### src/rtl/uart_status_tx.sv
// Streams a 7-byte game status frame (header, registered snapshot, XOR checksum)
// as back-to-back 8N1 characters on a registered, idle-high serial line.
module uart_status_tx #(
    parameter int         CLKS_PER_BIT = 10416,
    parameter logic [7:0] HEADER       = 8'hA5
) (
    input  logic        clk,
    input  logic        reset,
    input  logic        send,
    input  logic [7:0]  p_hp,
    input  logic [7:0]  mon_hp,
    input  logic [15:0] player_pos,
    input  logic [7:0]  mstate,
    output logic        tx,
    output logic        busy,
    output logic        frame_done
);

    localparam int               CNT_W     = (CLKS_PER_BIT > 1) ? $clog2(CLKS_PER_BIT) : 1;
    localparam logic [CNT_W-1:0] BAUD_LAST = CNT_W'(CLKS_PER_BIT - 1);
    localparam logic [2:0]       LAST_BYTE = 3'd6;

    typedef enum logic [1:0] {
        IDLE,
        START,
        DATA,
        STOP
    } state_t;

    state_t           state;
    state_t           state_next;
    logic [CNT_W-1:0] baud_cnt;
    logic [2:0]       bit_idx;
    logic [2:0]       byte_idx;
    logic [2:0]       data_bit_sel;
    logic             bit_done;
    logic             tx_next;
    logic             frame_done_next;

    logic [7:0] snap_p_hp;
    logic [7:0] snap_mon_hp;
    logic [7:0] snap_pos_x;
    logic [7:0] snap_pos_y;
    logic [7:0] snap_mstate;
    logic [7:0] checksum;
    logic [7:0] cur_byte;

    assign bit_done = (baud_cnt == BAUD_LAST);
    assign busy     = (state != IDLE);

    always_ff @(posedge clk) begin
        if (reset) begin
            state <= IDLE;
        end else begin
            state <= state_next;
        end
    end

    always_comb begin
        state_next = state;
        case (state)
            IDLE:    if (send) state_next = START;
            START:   if (bit_done) state_next = DATA;
            DATA:    if (bit_done && bit_idx == 3'd7) state_next = STOP;
            STOP:    if (bit_done) state_next = (byte_idx == LAST_BYTE) ? IDLE : START;
            default: state_next = IDLE;
        endcase
    end

    // The line is driven from the upcoming state so tx moves on the same edge as the FSM.
    always_comb begin
        data_bit_sel = 3'd0;
        if (state == DATA) begin
            data_bit_sel = bit_done ? bit_idx + 3'd1 : bit_idx;
        end
        case (state_next)
            START:   tx_next = 1'b0;
            DATA:    tx_next = cur_byte[data_bit_sel];
            default: tx_next = 1'b1;
        endcase
        frame_done_next = (state == STOP) && bit_done && (byte_idx == LAST_BYTE);
    end

    always_ff @(posedge clk) begin
        if (reset) begin
            baud_cnt <= '0;
            bit_idx  <= '0;
            byte_idx <= '0;
        end else begin
            if (state == IDLE || bit_done) begin
                baud_cnt <= '0;
            end else begin
                baud_cnt <= baud_cnt + 1'b1;
            end
            case (state)
                IDLE: begin
                    bit_idx  <= '0;
                    byte_idx <= '0;
                end
                DATA: if (bit_done) bit_idx <= bit_idx + 3'd1;
                STOP: if (bit_done) byte_idx <= (byte_idx == LAST_BYTE) ? 3'd0 : byte_idx + 3'd1;
                default: ;
            endcase
        end
    end

    always_ff @(posedge clk) begin
        if (reset) begin
            snap_p_hp   <= '0;
            snap_mon_hp <= '0;
            snap_pos_x  <= '0;
            snap_pos_y  <= '0;
            snap_mstate <= '0;
        end else if (state == IDLE && send) begin
            snap_p_hp   <= p_hp;
            snap_mon_hp <= mon_hp;
            snap_pos_x  <= player_pos[15:8];
            snap_pos_y  <= player_pos[7:0];
            snap_mstate <= mstate;
        end
    end

    assign checksum = snap_p_hp ^ snap_mon_hp ^ snap_pos_x ^ snap_pos_y ^ snap_mstate;

    always_comb begin
        case (byte_idx)
            3'd0:    cur_byte = HEADER;
            3'd1:    cur_byte = snap_p_hp;
            3'd2:    cur_byte = snap_mon_hp;
            3'd3:    cur_byte = snap_pos_x;
            3'd4:    cur_byte = snap_pos_y;
            3'd5:    cur_byte = snap_mstate;
            3'd6:    cur_byte = checksum;
            default: cur_byte = HEADER;
        endcase
    end

    always_ff @(posedge clk) begin
        if (reset) begin
            tx         <= 1'b1;
            frame_done <= 1'b0;
        end else begin
            tx         <= tx_next;
            frame_done <= frame_done_next;
        end
    end

endmodule

### config.mk
export PLATFORM = sky130hd
export DESIGN_NAME = uart_status_tx
export DESIGN_NICKNAME = d
export VERILOG_FILES = /design/src/rtl/uart_status_tx.sv
export SDC_FILE = /design/constraint.sdc
export NUM_CORES = 1
export LEC_CHECK = 0
export BUFFER_PORTS_ARGS = -buffer_cell sky130_fd_sc_hd__clkbuf_2
export CELL_PAD_IN_SITES_DETAIL_PLACEMENT = 0
export CELL_PAD_IN_SITES_GLOBAL_PLACEMENT = 1
export CORE_MARGIN = 3
export CORE_UTILIZATION = 42
export DETAILED_ROUTE_END_ITERATION = 10
export GPL_TIMING_DRIVEN = 0
export PLACE_DENSITY_LB_ADDON = 0.25
export SLEW_MARGIN = 20
export SYNTH_ARGS = -nofsm -noshare
export SYNTH_HDL_FRONTEND = slang
export SYNTH_SLANG_ARGS = --single-unit
### constraint.sdc
create_clock -name clk -period 3.4 [get_ports clk]
set_input_delay 0 -clock clk [delete_from_list [all_inputs] [get_ports clk]]
set_output_delay 0 -clock clk [all_outputs]
set_load 0.01 [all_outputs]
==> results.json, run 1 <==
{
  "grt_start_max_net_pins": 12,
  "synth_sequential_area_ratio_pct": 38.4,
  "post-synth-top-area-cell": "dfxtp_1",
  "synth-edff-count": 0,
  "final_report_hold_violation_count": 0,
  "critPathCaptureType": "register",
  "timing_worst_slew_pin_value_ns": 0.912,
  "yosysUniqueCellTypes": 51,
  "post_synth_instance_area_mm2": 0.00334,
  "dr.pass1.iters": 5,
  "die_height_um": 95.2,
  "cp_common_cell": "clkbuf_2",
  "yosys_register_bits": 64,
  "cts-root-to-sink-buffers": 2,
  "detail-route-antenna-nets": 0,
  "synth_area_leaders": "dfxtp_1, nand2_1, a21oi_1",
  "path_max_fanout": 10,
  "area_growth_syn_to_layout_pct": 29.7,
  "timing.slew.headroom_pct": 38.8,
  "period_utilization_pct": 87.4,
  "crit_required_ns": 3.63,
  "outcome": "completed",
  "crit_path_start_kind": "register",
  "num_vias": 3242,
  "avgRoutedWirePerCell_um": 14.3,
  "finalInstanceArea_mm2": 0.00433,
  "synth_area_per_cell_um2": 7.82,
  "power.density_mw_per_mm2": 415,
  "diodes": 0,
  "worst_hold_path_type": "primary input to register",
  "netlist_instances": 427,
  "postSynth.asyncResetShare_pct": 0,
  "final_layout_size_suffix_gt1_share_pct": 14.6,
  "placed_area_mm2": 0.00369,
  "fp-row-count": 31,
  "r2r-start": "byte_idx[0]$_SDFFE_PP0P_",
  "tritoncts.num_buffers": 9,
  "cts_root_buffer": "clkbuf_8",
  "rsz_0062_raised_after_global_routing": "false",
  "globalRoute.totalOverflow": 0,
  "p_leak_nw": 1.62,
  "worst_clock_skew_ns": 0.00897,
  "cts_tree": "yes",
  "die-area_mm2": 0.00906,
  "final_core_utilization_pct": 57.9,
  "num-fill-cells": 705,
  "path_buf_inv": 3,
  "cts_sinks": 64,
  "timing.final.max_slew_violations": 0,
  "final.min_clock_period_ns": 2.97,
  "cp-startpoint": "byte_idx[0]$_SDFFE_PP0P_",
  "buffer_ports.inserted": 45,
  "vdd_ir_drop_max_uv": 222,
  "net_count_after_synthesis": 474,
  "post-cts-setup-buffer-count": 0,
  "floorplan.io_pins": 46,
  "initial_antenna_violation_count": 0,
  "place_congestion": 0.847,
  "synth_top_cells_by_count": "nand2_1, dfxtp_1, a21oi_1",
  "synth-warning-count": 0,
  "detailed_place_hpwl_um": 6420,
  "postSynth.topFlopCell": "dfxtp_1",
  "critical_path_arrival_ns": 3.21,
  "post-synth-top-count-cell": "nand2_1",
  "worst_slack_ns": 0.428,
  "cap_viol_max_count": 0,
  "grt_pass1_vias": 3172,
  "report.power.total_mw": 1.80,
  "clock_latency_ns": 0.35,
  "viasPerCell": 5.16,
  "max_freq_mhz": 336,
  "critical_path.top_delay_family": "buffers and inverters",
  "critical-path-slowest-cell": "dfxtp_1",
  "clkSlewWorstSetupHoldPaths_ns": 0.07,
  "timing_worst_setup_path_type": "register to register",
  "finalNetCount": 571,
  "drt_drc_violations_left": 0,
  "fin_setup_tns_ns": 0,
  "place_ws_ns": 0.143,
  "report.final.setup_viol": 0,
  "fp.coreArea_mm2": 0.00749,
  "grt_first_pass_wirelength_um": 15000,
  "initial_utilization_pct": 44.6,
  "netlist.area_leader.share_pct": 38.4,
  "wire_length_reported_by_the_detailed_router_um": 8970,
  "hp-start": "send",
  "cpPeakStageDelay_ns": 0.38,
  "path_cells": "clkbuf_2, clkbuf_2, and2_1, ha_1, clkbuf_1, nor2_1, a21oi_1, o22ai_1, o21ai_0, nand3_1, o211a_1, o31a_1",
  "grt_util_all_layers_pct": 21.5,
  "die_width_um": 95.2,
  "detailedRoute.firstIterationViolations": 223,
  "cts_htree_levels": 3
}
[cells in the final DEF, fill, tap and decap left out, types with 2 or more instances in the layout]
cell / Yosys / final
nand2_1: 102 / 102
dfxtp_1: 64 / 64
a21oi_1: 58 / 58
clkbuf_2: 0 / 47
dlygate4sd3_1: 0 / 41
xnor2_1: 29 / 29
nor2_1: 25 / 25
clkbuf_1: 23 / 22
xor2_1: 12 / 12
clkbuf_8: 0 / 11
nand3_1: 9 / 9
o21ai_0: 8 / 8
inv_1: 7 / 7
nor3_1: 6 / 6
mux2i_1: 6 / 6
a22oi_1: 6 / 6
and3_1: 5 / 5
a32oi_1: 5 / 5
or3_1: 4 / 4
o221ai_1: 4 / 4
ha_1: 4 / 4
nor2b_1: 3 / 3
nand2b_1: 3 / 3
a31oi_1: 3 / 3
mux2_2: 3 / 3
and2_1: 2 / 2
buf_2: 2 / 2
a21o_1: 2 / 2
nand4_1: 2 / 2
nand3b_1: 2 / 2
o311ai_0: 2 / 2
o22ai_1: 2 / 2
o211ai_1: 2 / 2
clkinv_2: 0 / 2
bufinv_16: 0 / 2
[registers in the layout (all words and copies together) (netlist names)]
name         count
snap_p_hp        8
snap_mstate      8
snap_mon_hp      8
snap_pos_y       8
frame_done       1
bit_idx          3
state            2
snap_pos_x       8
byte_idx         3
baud_cnt        14
tx               1
[per-layer routing]
layer / GRT usage, % / share of wire, % / vias to the layer above / routed length, um
li1: - / - / 1663 / -
met5: 0 / 0 / - / 0
met1: 26.2 / 45 / 1491 / 4080
met4: 6.73 / 2.2 / 0 / 193
met3: 4.81 / 3.6 / 15 / 325
met2: 37.5 / 49 / 73 / 4380
[tightest hold or removal path, stage by stage]
cell,delay (ns)
clkbuf_2,0.09
nand2_1,0.15
clkbuf_1,0.26
nand2_1,0.11
a21oi_1,0.05
[cell type report]
type                    count  area (um2)  area share (%)
plain buffers              27         106            2.45
clock buffers              11         151            3.49
clock inverters             5        78.8            1.82
inverters                   7        26.3           0.606
multi-input cells         329        1930            44.5
flip-flops and latches     64        1280            29.6
well taps                  99         124            2.86
repair buffers             86         636            14.7
[timing repair]
item,4_1_cts,5_1_grt
resized for setup,0,3
hold buffers,41,0
setup endpoints to repair,0,1
hold endpoints to repair,42,0
[stage by stage]
step / hold WS, ns / std cells
6_report: 0.368 / 628
4_1_cts: 0.381 / 628
2_1_floorplan: 0.0841 / 427
3_3_place_gp: 0.224 / 571
3_5_place_dp: 0.227 / 571
5_1_grt: 0.407 / 628
[path summary, 6_finish.rpt]
kind	endpoint	slack, ns	cells past startpoint
worst max-delay path	tx$_SDFF_PP1_	0.43	12
worst min-delay path	snap_mstate[7]$_SDFFE_PP0P_	0.37	5
worst max register to register	tx$_SDFF_PP1_	0.43	12
worst min register to register	baud_cnt[0]$_SDFF_PP0_	0.45	1
[cells by family (layout without fill, tap and decap cells)]
group	Yosys count	count (layout)	synth area share, %
flops	64	64	38.4
buf+inv	34	136	3.90
compound gates	101	101	18.6
mux	10	10	3.26
fa+ha+maj	4	4	1.50
xor+xnor	41	41	10.7
simple gates	173	173	23.6
[power breakdown]
part	switching [mW]	total [mW]	internal [mW]
combinational	0.109	0.227	0.118
clock	0.302	0.754	0.452
sequential	0.0329	0.815	0.782
Note: power is estimated with default switching activity, not from simulation.
==> run 2: changes to the inputs <==
--- a/config.mk
+++ b/config.mk
@@ -12,6 +12,7 @@
 export CORE_UTILIZATION = 42
 export DETAILED_ROUTE_END_ITERATION = 10
 export GPL_TIMING_DRIVEN = 0
+export MAX_ROUTING_LAYER = met4
 export PLACE_DENSITY_LB_ADDON = 0.25
 export SLEW_MARGIN = 20
 export SYNTH_ARGS = -nofsm -noshare
==> run 2 against run 1 <==
Largest power group unchanged. Cell count is the same. Wire length is 0.28% higher. Critical path type unchanged. Highest routed layer unchanged. Utilization stayed put.
==> results.json, run 2 (synthesis gave the netlist of run 1 again) <==
{
  "outcome": "completed",
  "placed_area_mm2": 0.00369,
  "post-cts-setup-buffer-count": 0,
  "sequentialPowerShare_pct": 45.3,
  "worstSetupEndpoint": "tx$_SDFF_PP1_",
  "fp.coreArea_mm2": 0.00749,
  "globalRoute.totalOverflow": 0,
  "regMostFlops": "baud_cnt",
  "diodes": 0,
  "final_layout_size_suffix_gt1_share_pct": 14.6,
  "m1WireLength_um": 4130,
  "clock_latency_ns": 0.35,
  "place_congestion": 0.860,
  "num_vias": 3234,
  "crit_required_ns": 3.63,
  "area_growth_syn_to_layout_pct": 29.7,
  "vdd_ir_drop_max_uv": 223,
  "grt_util_all_layers_pct": 22.2,
  "report.final.setup_viol": 0,
  "cp-startpoint": "byte_idx[0]$_SDFFE_PP0P_",
  "r2r-start": "byte_idx[0]$_SDFFE_PP0P_",
  "floorplan.io_pins": 46,
  "tritoncts.num_buffers": 9,
  "timing.slew.headroom_pct": 38.8,
  "final_report_hold_violation_count": 0,
  "worst_clock_skew_ns": 0.00719,
  "met2WireLength_um": 4440,
  "die_width_um": 95.2,
  "drt_drc_violations_left": 0,
  "cts-root-to-sink-buffers": 2,
  "finalInstanceArea_mm2": 0.00433,
  "reg2reg_depth": 12,
  "dr.max_layer_used": "met4",
  "detailed_place_hpwl_um": 6420,
  "commonest_non_fill_non_tap_cells_in_the_layout": "nand2_1, dfxtp_1, a21oi_1",
  "finalNetCount": 571,
  "viasPerCell": 5.15,
  "rsz_0062_raised_after_global_routing": "false",
  "share_comb_of_total_power_pct": 12.6,
  "power.density_mw_per_mm2": 415,
  "path_max_fanout": 10,
  "worst_hold_path_type": "primary input to register",
  "sw_frac_of_total_pct": 24.8,
  "die-area_mm2": 0.00906,
  "internal-power_mw": 1.35,
  "cts_tree": "yes",
  "die_height_um": 95.2,
  "capturing_point_of_the_worst_reg2reg_path": "tx$_SDFF_PP1_",
  "grt_pass1_vias": 3166,
  "wire_length_reported_by_the_detailed_router_um": 9000,
  "critical_path_arrival_ns": 3.21,
  "clkSlewWorstSetupHoldPaths_ns": 0.07,
  "timing.final.max_slew_violations": 0,
  "detail-route-antenna-nets": 0,
  "initial_antenna_violation_count": 0,
  "final.min_clock_period_ns": 2.98,
  "largest_register_ff_count": 14,
  "dr.pass1.iters": 4,
  "timing.reg2reg.setup_slack_ns": 0.42,
  "buffer_ports.inserted": 45,
  "max_freq_mhz": 336,
  "fp-row-count": 31,
  "timing_worst_setup_path_type": "register to register",
  "dr_wl_met3_um": 304,
  "timing_worst_slew_pin_value_ns": 0.912,
  "avgRoutedWirePerCell_um": 14.3,
  "period_utilization_pct": 87.6,
  "cap_viol_max_count": 0,
  "p_switching_mw": 0.446,
  "fin_setup_tns_ns": 0,
  "detailedRoute.firstIterationViolations": 191,
  "p_leak_nw": 1.62,
  "power.share.clock_pct": 42.1,
  "critPathCaptureType": "register",
  "layout.cells.most_common": "nand2_1",
  "cts_sinks": 64,
  "crit_path_start_kind": "register",
  "grt_start_max_net_pins": 12,
  "cts_root_buffer": "clkbuf_8",
  "cts_htree_levels": 3,
  "grt_first_pass_wirelength_um": 15000,
  "initial_utilization_pct": 44.6
}
==> run 2: cell counts in the layout (fill, tap and decap cells not counted) <==
No cell type changed its count.
==> run 2: per-stage QoR <==
| step | utilization (%) | power [mW] | instances | setup WS (ns) | hold WS [ns] |
|---|---|---|---|---|---|
| 4_1_cts | 57.8 | 1.80 | 628 | 0.116 | 0.381 |
| 6_report | 57.9 | 1.80 | 628 | 0.420 | 0.374 |
| 2_1_floorplan | - | 0.956 | 427 | 0.800 | 0.0841 |
| 3_3_place_gp | 49.3 | 1.02 | 571 | 0.106 | 0.224 |
| 3_5_place_dp | 49.3 | 1.02 | 571 | 0.143 | 0.227 |
| 5_1_grt | 57.9 | 1.87 | 628 | 0.171 | 0.405 |
==> run 2: how the worst min path moves through the flow <==
stage / from / endpoint / slack (ns) / cells past startpoint
after CTS: send / snap_mstate[7]$_SDFFE_PP0P_ / 0.38 / 5
after global placement: player_pos[15] / snap_pos_x[7]$_SDFFE_PP0P_ / 0.22 / 3
after detailed placement: player_pos[8] / snap_pos_x[0]$_SDFFE_PP0P_ / 0.23 / 3
final: send / snap_mstate[7]$_SDFFE_PP0P_ / 0.37 / 5
after floorplan: reset / state[0]$_SDFF_PP0_ / 0.08 / 1
after global routing: send / snap_p_hp[3]$_SDFFE_PP0P_ / 0.40 / 5
==> run 2: power by group through the flow <==
stage | registers, mW | logic, mW | clock network [mW]
floorplan | 0.823 | 0.133 | 0
finish | 0.815 | 0.227 | 0.757
detailed placement | 0.833 | 0.190 | 0
global route | 0.820 | 0.252 | 0.798
CTS | 0.816 | 0.227 | 0.762
global placement | 0.831 | 0.188 | 0
==> run 2: final cells by class <==
| type | count | area, um2 |
|---|---|---|
| fillers | 705 | 3150 |
| multi-input cells | 329 | 1930 |
| flip-flops and latches | 64 | 1280 |
| repair buffers | 86 | 636 |
| clock buffers | 11 | 151 |
| well taps | 99 | 124 |
| plain buffers | 27 | 106 |
| clock inverters | 5 | 78.8 |
| inverters | 7 | 26.3 |
==> run 2: timing repair <==
item,4_1_cts,5_1_grt
endpoints found under the hold margin,42,0
hold buffers,41,0
gates resized for setup,0,3
endpoints found under the setup margin,0,1
==> run 2: worst max-delay path, stage by stage (launching register included) <==
cell,delay [ns]
dfxtp_1,0.39
clkbuf_2,0.28
clkbuf_2,0.31
and2_1,0.17
ha_1,0.18
clkbuf_1,0.37
nor2_1,0.17
a21oi_1,0.15
o22ai_1,0.09
o21ai_0,0.16
nand3_1,0.14
o211a_1,0.16
o31a_1,0.30
==> run 2: metal layers <==
layer,vias to the layer above,track usage [%]
li1,1664,-
met1,1499,26.4
met3,8,4.97
met5,-,-
met2,63,37.4
met4,0,6.73
==> run 3: changes to the inputs <==
--- a/config.mk
+++ b/config.mk
@@ -9,7 +9,7 @@
 export CELL_PAD_IN_SITES_DETAIL_PLACEMENT = 0
 export CELL_PAD_IN_SITES_GLOBAL_PLACEMENT = 1
 export CORE_MARGIN = 3
-export CORE_UTILIZATION = 42
+export CORE_UTILIZATION = 25
 export DETAILED_ROUTE_END_ITERATION = 10
 export GPL_TIMING_DRIVEN = 0
 export MAX_ROUTING_LAYER = met4
==> run 3 against run 2 <==
Via count rose by 0.37%. Clock skew rose by 0.0011 ns. Sequential power barely moved. First-iteration DRC count up 13%. Wire length is 5.4% higher. Critical path depth stayed put. Highest routed layer unchanged.
==> results.json, run 3 (synthesis gave the netlist of run 1 again) <==
{
  "cts_htree_levels": 3,
  "commonest_non_fill_non_tap_cells_in_the_layout": "nand2_1, dfxtp_1, a21oi_1",
  "die_height_um": 122,
  "period_utilization_pct": 86.6,
  "final.min_clock_period_ns": 2.94,
  "cap_viol_max_count": 0,
  "timing.final.max_slew_violations": 0,
  "grt_first_pass_wirelength_um": 15600,
  "power.density_mw_per_mm2": 436,
  "grt_util_all_layers_pct": 14.0,
  "initial_antenna_violation_count": 0,
  "dpl.cell_count": 644,
  "detailedRoute.firstIterationViolations": 216,
  "timing.slew.headroom_pct": 43.2,
  "cts_tree": "yes",
  "critical_path_arrival_ns": 3.16,
  "num-fill-cells": 1379,
  "report.final.setup_viol": 0,
  "area_growth_syn_to_layout_pct": 34.5,
  "fin_worst_hold_slack_ns": 0.418,
  "path_max_fanout": 10,
  "worst_hold_path_type": "primary input to register",
  "diodes": 0,
  "p_leak_nw": 1.65,
  "grt_pass1_vias": 3137,
  "initial_utilization_pct": 26.0,
  "worst_slack_ns": 0.457,
  "globalRoute.totalOverflow": 0,
  "cts_root_buffer": "clkbuf_16",
  "timing_worst_setup_path_type": "register to register",
  "tritoncts.num_buffers": 9,
  "cts_sinks": 64,
  "layout.cells.most_common": "nand2_1",
  "clock_latency_ns": 0.33,
  "grt_start_max_net_pins": 12,
  "cts-root-to-sink-buffers": 2,
  "viasPerCell": 4.63,
  "detail-route-antenna-nets": 0,
  "dr.pass1.iters": 4,
  "num_vias": 3246,
  "place_congestion": 0.805,
  "drt_drc_violations_left": 0,
  "avgRoutedWirePerCell_um": 13.5,
  "finalNetCount": 571,
  "crit_required_ns": 3.61,
  "floorplan.io_pins": 46,
  "worst_clock_skew_ns": 0.00825,
  "timing_worst_slew_pin_value_ns": 0.846,
  "final_report_hold_violation_count": 0,
  "cp_common_cell": "clkbuf_2",
  "fp-row-count": 41,
  "die-area_mm2": 0.0148,
  "wire_length_reported_by_the_detailed_router_um": 9490,
  "crit_path_start_kind": "register",
  "die_width_um": 122,
  "final-instance-count-excl-fill": 701,
  "detailed_place_hpwl_um": 7230,
  "final_layout_size_suffix_gt1_share_pct": 14.4,
  "clkSlewWorstSetupHoldPaths_ns": 0.06,
  "max_freq_mhz": 340,
  "largest_register_ff_count": 14,
  "critical_path.top_delay_family": "buffers and inverters",
  "regMostFlops": "baud_cnt",
  "path_cells": "clkbuf_2, clkbuf_2, and2_1, ha_1, clkbuf_1, nor2_1, a21oi_1, o22ai_1, o21ai_0, nand3_1, o211a_1, o31a_1",
  "fin_setup_tns_ns": 0,
  "vdd_ir_drop_max_uv": 252,
  "critical-path-slowest-cell": "clkbuf_1",
  "cpPeakStageDelay_ns": 0.38,
  "place_ws_ns": 0.119,
  "rsz_0062_raised_after_global_routing": "false",
  "fp.coreArea_mm2": 0.0128,
  "buffer_ports.inserted": 45,
  "outcome": "completed",
  "path_buf_inv": 3,
  "critPathCaptureType": "register"
}
[run 3: changes by cell type in the layout (fill, tap and decap cells not counted)]
cell	previous run	this run
clkinvlp_4	0	1
clkbuf_16	0	9
bufinv_16	2	1
clkbuf_8	11	1
clkbuf_1	22	23
[run 3: layout make-up]
cell class              instances  area [um2]  area share, %
repair buffers                 86         636           14.1
clock buffers                  11         243           5.40
well taps                     172         215           4.79
multi-input cells             329        1930           42.9
flip-flops and latches         64        1280           28.5
clock inverters                 5        56.3           1.25
plain buffers                  27         106           2.37
inverters                       7        26.3          0.585
[run 3: path summary, 6_finish.rpt]
kind	startpoint	end	slack (ns)	cells past startpoint
max reg2reg	byte_idx[0]$_SDFFE_PP0P_	tx$_SDFF_PP1_	0.46	12
min	send	snap_p_hp[0]$_SDFFE_PP0P_	0.42	5
min reg2reg	baud_cnt[0]$_SDFF_PP0_	baud_cnt[0]$_SDFF_PP0_	0.44	1
max	byte_idx[0]$_SDFFE_PP0P_	tx$_SDFF_PP1_	0.46	12
[run 3: repair_timing]
action / in CTS / in global routing
buffers inserted: 0 / 0
resized for setup: 0 / 3
hold buffers: 41 / 0
endpoints found under the hold margin: 42 / 0
setup endpoints to repair: 0 / 1
[run 3: power by group]
group,internal [mW],switching (mW),total (mW)
combinational,0.118,0.109,0.227
clock,0.585,0.332,0.918
sequential,0.784,0.0327,0.816
[run 3: routing by layer]
layer / track usage, % / vias to the layer above / share of wire, %
met5: - / - / 0
met4: 4.13 / 0 / 0.60
met3: 3.48 / 6 / 4.1
met2: 21.7 / 52 / 46
met1: 18.1 / 1518 / 49
li1: - / 1670 / -
[run 3: stage by stage]
stage	power [mW]	utilization [%]	instance area, um2
after floorplan	0.956	-	3340
after global placement	1.02	29.5	3780
after detailed placement	1.03	29.5	3780
after CTS	2.00	35.0	4490
after global routing	2.06	35.0	4490
final	1.96	35.0	4490
[run 3: worst register-to-register path, delay by kind of cell (launching register included)]
family | cells | cell delay, ns
simple gates | 3 | 0.48
buf+inv | 3 | 0.95
fa+ha+maj | 1 | 0.18
compound gates | 5 | 0.86
flops | 1 | 0.35
